--- config.mk ---
export PLATFORM = sky130hd
export DESIGN_NAME = interpolator_intensity
export DESIGN_NICKNAME = d
export VERILOG_FILES = /design/src/rtl/interpolator_intensity.sv
export SDC_FILE = /design/constraint.sdc
export NUM_CORES = 2
export LEC_CHECK = 0
export BUFFER_PORTS_ARGS = -buffer_cell sky130_fd_sc_hd__buf_2
export CORE_ASPECT_RATIO = 1.5
export CORE_MARGIN = 5
export CORE_UTILIZATION = 60
export DETAILED_ROUTE_END_ITERATION = 7
export PLACE_DENSITY = 0.76
export SYNTH_ARGS = -nofsm -noshare
export SYNTH_HDL_FRONTEND = slang
export SYNTH_SLANG_ARGS = --single-unit
--- constraint.sdc ---
create_clock -name CLK -period 22.3 [get_ports CLK]
set_input_delay 5.575 -clock CLK [delete_from_list [all_inputs] [get_ports CLK]]
set_output_delay 5.575 -clock CLK [all_outputs]
set_load 0.01 [all_outputs]
--- src/rtl/interpolator_intensity.sv ---
// Per-transducer intensity interpolator: each frame steps every transducer's applied
// intensity toward its target by at most its update rate, clamping at the target.
module interpolator_intensity #(
  parameter int DEPTH = 249
) (
  input  logic       CLK,
  input  logic       RST_N,
  input  logic       DIN_VALID,
  input  logic [7:0] INTENSITY_TARGET,
  input  logic [7:0] UPDATE_RATE,
  output logic [7:0] INTENSITY_OUT,
  output logic       DOUT_VALID,
  output logic       BUSY
);

  localparam int IW = (DEPTH > 1) ? $clog2(DEPTH) : 1;

  typedef enum logic {CLEAR, RUN} state_t;

  state_t          r_state, w_state_nxt;
  logic [IW-1:0]   r_idx, w_idx_nxt;
  logic            w_last;
  logic            w_accept;

  // stage 1: registered request plus the RAM read data
  logic            r_v1;
  logic [7:0]      r_tgt;
  logic [7:0]      r_rate;
  logic [IW-1:0]   r_widx;
  logic [7:0]      r_cur;

  logic signed [8:0] w_diff;
  logic [8:0]        w_mag;
  logic [7:0]        w_next;

  logic [7:0]      r_mem [DEPTH];
  logic            w_we;
  logic [IW-1:0]   w_waddr;
  logic [7:0]      w_wdata;

  logic [7:0]      r_out;
  logic            r_dout_valid;

  assign w_last   = (r_idx == IW'(DEPTH - 1));
  assign w_accept = DIN_VALID && (r_state == RUN);

  // NOTE: every signal written in always_comb gets a default first so no latch is inferred.
  always_comb begin
    w_state_nxt = r_state;
    w_idx_nxt   = r_idx;
    case (r_state)
      CLEAR: begin
        if (w_last) begin
          w_idx_nxt   = '0;
          w_state_nxt = RUN;
        end else begin
          w_idx_nxt = r_idx + 1'b1;
        end
      end
      RUN: begin
        if (DIN_VALID) w_idx_nxt = w_last ? '0 : r_idx + 1'b1;
      end
      default: w_state_nxt = CLEAR;
    endcase
  end

  // NOTE: sequential state uses non-blocking assignments so all registers update together.
  always_ff @(posedge CLK or negedge RST_N) begin
    if (!RST_N) begin
      r_state      <= CLEAR;
      r_idx        <= '0;
      r_v1         <= 1'b0;
      r_tgt        <= '0;
      r_rate       <= '0;
      r_widx       <= '0;
      r_out        <= '0;
      r_dout_valid <= 1'b0;
    end else begin
      r_state      <= w_state_nxt;
      r_idx        <= w_idx_nxt;
      r_v1         <= w_accept;
      if (w_accept) begin
        r_tgt  <= INTENSITY_TARGET;
        r_rate <= UPDATE_RATE;
        r_widx <= r_idx;
      end
      r_dout_valid <= r_v1;
      if (r_v1) r_out <= w_next;
    end
  end

  // Step never overshoots the target, so cur +/- rate stays inside [0,255].
  always_comb begin
    w_diff = $signed({1'b0, r_tgt}) - $signed({1'b0, r_cur});
    w_mag  = w_diff[8] ? 9'(-w_diff) : 9'(w_diff);
    w_next = r_cur;
    if (w_mag <= {1'b0, r_rate}) w_next = r_tgt;
    else if (!w_diff[8])         w_next = r_cur + r_rate;
    else                         w_next = r_cur - r_rate;
  end

  assign w_we    = (r_state == CLEAR) || r_v1;
  assign w_waddr = (r_state == CLEAR) ? r_idx : r_widx;
  assign w_wdata = (r_state == CLEAR) ? 8'd0 : w_next;

  // NOTE: the RAM has no reset; the CLEAR sweep zeroes it instead so it maps onto block RAM.
  always_ff @(posedge CLK) begin
    if (w_we) r_mem[w_waddr] <= w_wdata;
    r_cur <= r_mem[r_idx];
  end

  assign INTENSITY_OUT = r_out;
  assign DOUT_VALID    = r_dout_valid;
  assign BUSY          = (r_state == CLEAR);

endmodule

# --- Word-level counts from Yosys, hierarchy flattened ---
# Memories as Yosys holds them, arrays and structs flattened. A register that Yosys moved wholly into a read port is not among the register bits.
# Index checks and enable logic that the tools add are counted.
word_totals:
  ramBits: 1992
  memories: 1
  wordCells: 32
  register_bits: 43
  output_inout_bits: 10
classes:
  order_cmp: 1
  n_bitwise: 1
  eq_ne: 2
  add_sub_neg: 5
  n_mux: 12
  n_reduce_logical: 2
mem_list:
  columns: ["memory", "words", "width", "rd", "rd_ports_with_merged_regs", "wr", "line", "source"]
  rows:
  - ["r_mem", 249, 8, 1, 1, 1, "36", "logic [7:0] r_mem [DEPTH];"]
op_table:
  columns: ["op", "n"]
  rows:
  - ["$mux W8", 6]
  - ["$pmux W8 S2", 1]
  - ["$le A9 B8 Y1", 1]
  - ["$mux W9", 1]
  - ["$neg A9 Y9", 1]
  - ["$sub A8 B8 Y9", 1]
  - ["$add A8 B1 Y8 const B", 1]
  - ["$add A8 B8 Y8", 1]
  - ["$eq A8 B8 Y1 const B", 1]
  - ["$sub A8 B8 Y8", 1]
  - ["$mux W1", 4]
  - ["$ne A2 B2 Y1 const B", 1]
  - ["$logic_and A1 B1 Y1", 1]
  - ["$logic_or A1 B1 Y1", 1]
  - ["$not A1 Y1", 1]

# --- Longest topological paths before layout ---
logic_depth:
  ltp_word: 6
  mapped_depth: 19

# --- Worst setup path before layout ---
# Ideal clock, no wire load.
synth_timing:
  kind: "reg2reg"
  from: "register r_tgt[0]"
  to: "memory r_mem[0][0] (data pin)"
  required_ns: 20.114
  stages_incl_launch_ff: 19
  period_less_slack_ns: 15.857
  path_slack_ns: 6.443
  arrival_ns: 13.671
  n_path_buf: 1
  setup_time_ns: 2.186
  path_cell_list: "dfrtp_1 -> inv_1 -> ha_1 -> inv_1 -> fa_1 -> nand3_1 -> nand2_1 -> a311o_1 -> nand2_1 -> clkbuf_1 -> o21ai_0 -> ha_1 -> nor2b_1 -> o21a_1 -> o21a_1 -> o21ai_0 -> a211oi_1 -> nor2_1 -> a211oi_1"
synth_between:
  elab_chain_len: 6
synth_rtl:
  columns: ["item", "line", "source"]
  rows:
  - ["start: declaration", "27", "logic [7:0] r_tgt;"]
  - ["start signal: assignment", "73", "r_tgt <= '0;"]
  - ["start signal: assignment", "83", "r_tgt <= INTENSITY_TARGET;"]
  - ["$sub A8 B8 Y9", "94", "w_diff = $signed({1'b0, r_tgt}) - $signed({1'b0, r_cur});"]
  - ["$neg A9 Y9", "95", "w_mag = w_diff[8] ? 9'(-w_diff) : 9'(w_diff);"]
  - ["$mux W9", "95", null]
  - ["$le A9 B8 Y1", "97", "if (w_mag <= {1'b0, r_rate}) w_next = r_tgt;"]
  - ["$mux W8 (*)", "97", null]
  - ["$mux W8 (*)", "104", "assign w_wdata = (r_state == CLEAR) ? 8'd0 : w_next;"]
  - ["net w_wdata[0]", "39", "logic [7:0] w_wdata;"]
  - ["end: declaration", "36", null]
# Mark *: on every way through the listed nets, which the timed path passes. The rest lies on a longest branch.

# --- Final worst setup path ---
layout_timing:
  from: "register r_state"
  to: "output port BUSY"
layout_between:
  elab_chain_len: 1
layout_rtl:
  columns: ["item", "line", "source"]
  rows:
  - ["start: declaration", "20", "state_t r_state, w_state_nxt;"]
  - ["start signal: assignment", "79", "r_state <= w_state_nxt;"]
  - ["$not A1 Y1", null, null]
  - ["end: declaration", "13", "output logic BUSY"]
# Every way passes these cells.

==> results.json <==
{
  "final_layout_size_suffix_gt1_frac": 0.200,
  "synth_top_area_frac": 0.741,
  "finalHoldViolCount": 0,
  "dp_hpwl_um": 119000,
  "path_clk_slew_ns": 0.06,
  "synthArstFlopShare": 0.0210,
  "crit_arrival_ns": 2.58,
  "tightest_slew_ns": 1.47,
  "switching_share": 0.191,
  "ioPinCount": 29,
  "yosys.area.top_type": "edfxtp_1",
  "crit_fanout": 28,
  "min_period_ns": 8.15,
  "min_path_type": "flip-flop to flip-flop",
  "avgRoutedWirePerCell_um": 34.7,
  "cts.sinks": 2043,
  "p_switching_w": 0.00137,
  "p_leak_nw": 22.9,
  "power_density_nw_per_um2": 81.3,
  "start_util": 0.601,
  "die_h_um": 459,
  "max-cap-violations": 0,
  "final_max_slew_viol_count": 0,
  "grt_use_total": 0.292,
  "synth_area_um2": 80800,
  "yosys.cell_types.count": 83,
  "die_x_um": 310,
  "power_w": 0.00716,
  "finalCritPeriodShare": 0.366,
  "p_comb_frac": 0.005,
  "design.core.area_um2": 134000,
  "max_freq_ghz": 0.123,
  "ant_nets": 0,
  "setup_viol": 0,
  "synth_area_leaders": "edfxtp_1, mux4_2, mux2i_1",
  "drt_first_pass_iters": 6,
  "htreeDepth": 4,
  "totalWireLength_um": 206000,
  "final_common_cell": "edfxtp_1",
  "skew_ns": 0.0301,
  "critPathKind": "flip-flop to output port",
  "drc": 0,
  "cts_made_buffers": 170,
  "p_int_w": 0.00579,
  "clkLatencyLatePin_ns": 0.81,
  "synthFlopType": "edfxtp_1",
  "relSlewSlack": 0.0172,
  "worst_hold_slack_ns": 0.494,
  "grt_start_max_net_pins": 250,
  "final_cells": 5938,
  "synthCells": 3993,
  "antenna_found_initial": 8,
  "vdd_drop_max_mv": 0.0624,
  "cts_resized": 0,
  "seq_power_share": 0.580,
  "gr-total-overflow": 0,
  "syn_to_final_growth_pct": 8.94,
  "io_buffers": 28,
  "grt_setup_unrepaired": "false",
  "start_kind": "flip-flop",
  "cts_buffer_depth": 3,
  "reg2regPathDepth": 19,
  "syn_nets": 4041,
  "cts_hold_buf": 0,
  "avgSynthCellArea_um2": 20.2,
  "synth-seq-area-share": 0.756,
  "fp-row-count": 165,
  "drt_iter0_markers": 6146,
  "grt_pass1_vias": 41700,
  "cts-root-buf": "clkbuf_16",
  "power_frac_clock": 0.416,
  "layout_common_cells": "edfxtp_1, mux4_2, nor2_1",
  "finalInstanceArea_um2": 88000,
  "synth_warnings": 0,
  "dp_cells": 5623,
  "worstPathRequired_ns": 16.73,
  "placed_cell_area_um2": 82500,
  "dieArea_um2": 142000,
  "endpoint_kind": "output port",
  "synth-seq-cells": 2043,
  "setup_tns_ns": 0,
  "synth_edf_count": 1992,
  "nets": 4090,
  "vias": 41500,
  "grt_pass1_wl_um": 296000,
  "hold_depth": 1,
  "status": "complete, no violations",
  "post_cts_buffers": 0,
  "place.gp.congestion": 0.878,
  "drt-vias-per-instance": 6.98,
  "cts_tree": "done"
}
==> synth_stat cells (13+ instances only) <==
library cell	number
mux2i_1	159
buf_6	40
xnor2_1	24
inv_1	32
o221ai_1	29
a22o_1	14
nor2_1	295
a211oi_1	29
ha_1	27
mux2_2	17
nand2_1	136
a31oi_1	20
nand3_1	30
a22oi_1	56
clkbuf_1	74
nor3_1	24
a221oi_1	14
o21ai_0	66
dfrtp_1	43
mux4_1	23
a21oi_1	75
mux4_2	431
buf_4	17
buf_1	13
edfxtp_1	1992
nor2b_1	15
buf_2	83
o22ai_1	43
==> cells by family (layout without fill, tap and decap cells) <==
group / Yosys count / count (layout) / share of synthesized area
DFF: 2043 / 2043 / 0.756
muxes: 630 / 630 / 0.150
and+or+nand+nor: 550 / 550 / 0.0289
AOI/OAI and AO/OA: 444 / 444 / 0.0382
buffers and inverters: 272 / 461 / 0.0199
adders and majority gates: 29 / 29 / 0.00468
xor gates and xnor gates: 25 / 25 / 0.00271
other: 0 / 3 / 0
==> final cells by class <==
class                           instances  area, µm²
Tap cell                             1753       2190
Clock inverter                         95        883
Clock buffer                          217       4590
Multi-Input combinational cell       1678      18200
Antenna cell                            3       7.51
Timing Repair Buffer                  115        893
Inverter                               34        130
Sequential cell                      2043      61100
Fill cell                            8329      46400
==> worst max-delay path, cell delays in order (launching register included) <==
cell,delay [ns]
dfrtp_1,0.88
inv_1,0.60
buf_2,0.31
==> path summary, 6_finish.rpt <==
path / from / to / slack (ns)
worst min register to register: INTENSITY_OUT[0] / INTENSITY_OUT[0] / 0.49
min in group asynchronous: RST_N / r_widx[4] / 4.93
worst max register to register: r_tgt[0] / r_mem[195][5] / 15.91
max in group asynchronous: RST_N / r_idx[1] / 16.65
worst max-delay path: r_state / BUSY / 14.15
worst min-delay path: INTENSITY_OUT[0] / INTENSITY_OUT[0] / 0.49
==> power by group through the flow <==
stage / clock network (W) / logic [W] / registers (W)
floorplan: 0 / 0.0000184 / 0.00423
global placement: 0 / 0.0000321 / 0.00423
detailed placement: 0 / 0.0000327 / 0.00423
CTS: 0.00299 / 0.0000329 / 0.00415
global route: 0.00316 / 0.0000354 / 0.00414
finish: 0.00298 / 0.0000338 / 0.00415
==> sequential cells by signal, summed over array words and instances, names as in the netlist <==
name	flops
r_tgt	8
r_idx	8
r_rate	8
r_v1	1
r_mem	1992
r_state	1
r_cur	8
INTENSITY_OUT	8
DOUT_VALID	1
r_widx	8
==> through the flow <==
stage / util / setup WS [ns]
5_1_grt: 0.655 / 14.03
4_1_cts: 0.655 / 14.16
2_1_floorplan: - / 6.44
3_3_place_gp: 0.614 / 15.08
6_report: 0.655 / 14.15
3_5_place_dp: 0.614 / 15.02
==> layer usage <==
| layer | GRT usage | wire [µm] | vias to the layer above |
|---|---|---|---|
| met4 | 0.164 | 14500 | 0 |
| met3 | 0.0696 | 22100 | 633 |
| met1 | 0.375 | 68600 | 21500 |
| met5 | 0 | 0 | - |
| met2 | 0.465 | 101000 | 2759 |
| li1 | - | - | 16600 |
Power figures use the tool's default switching activity.
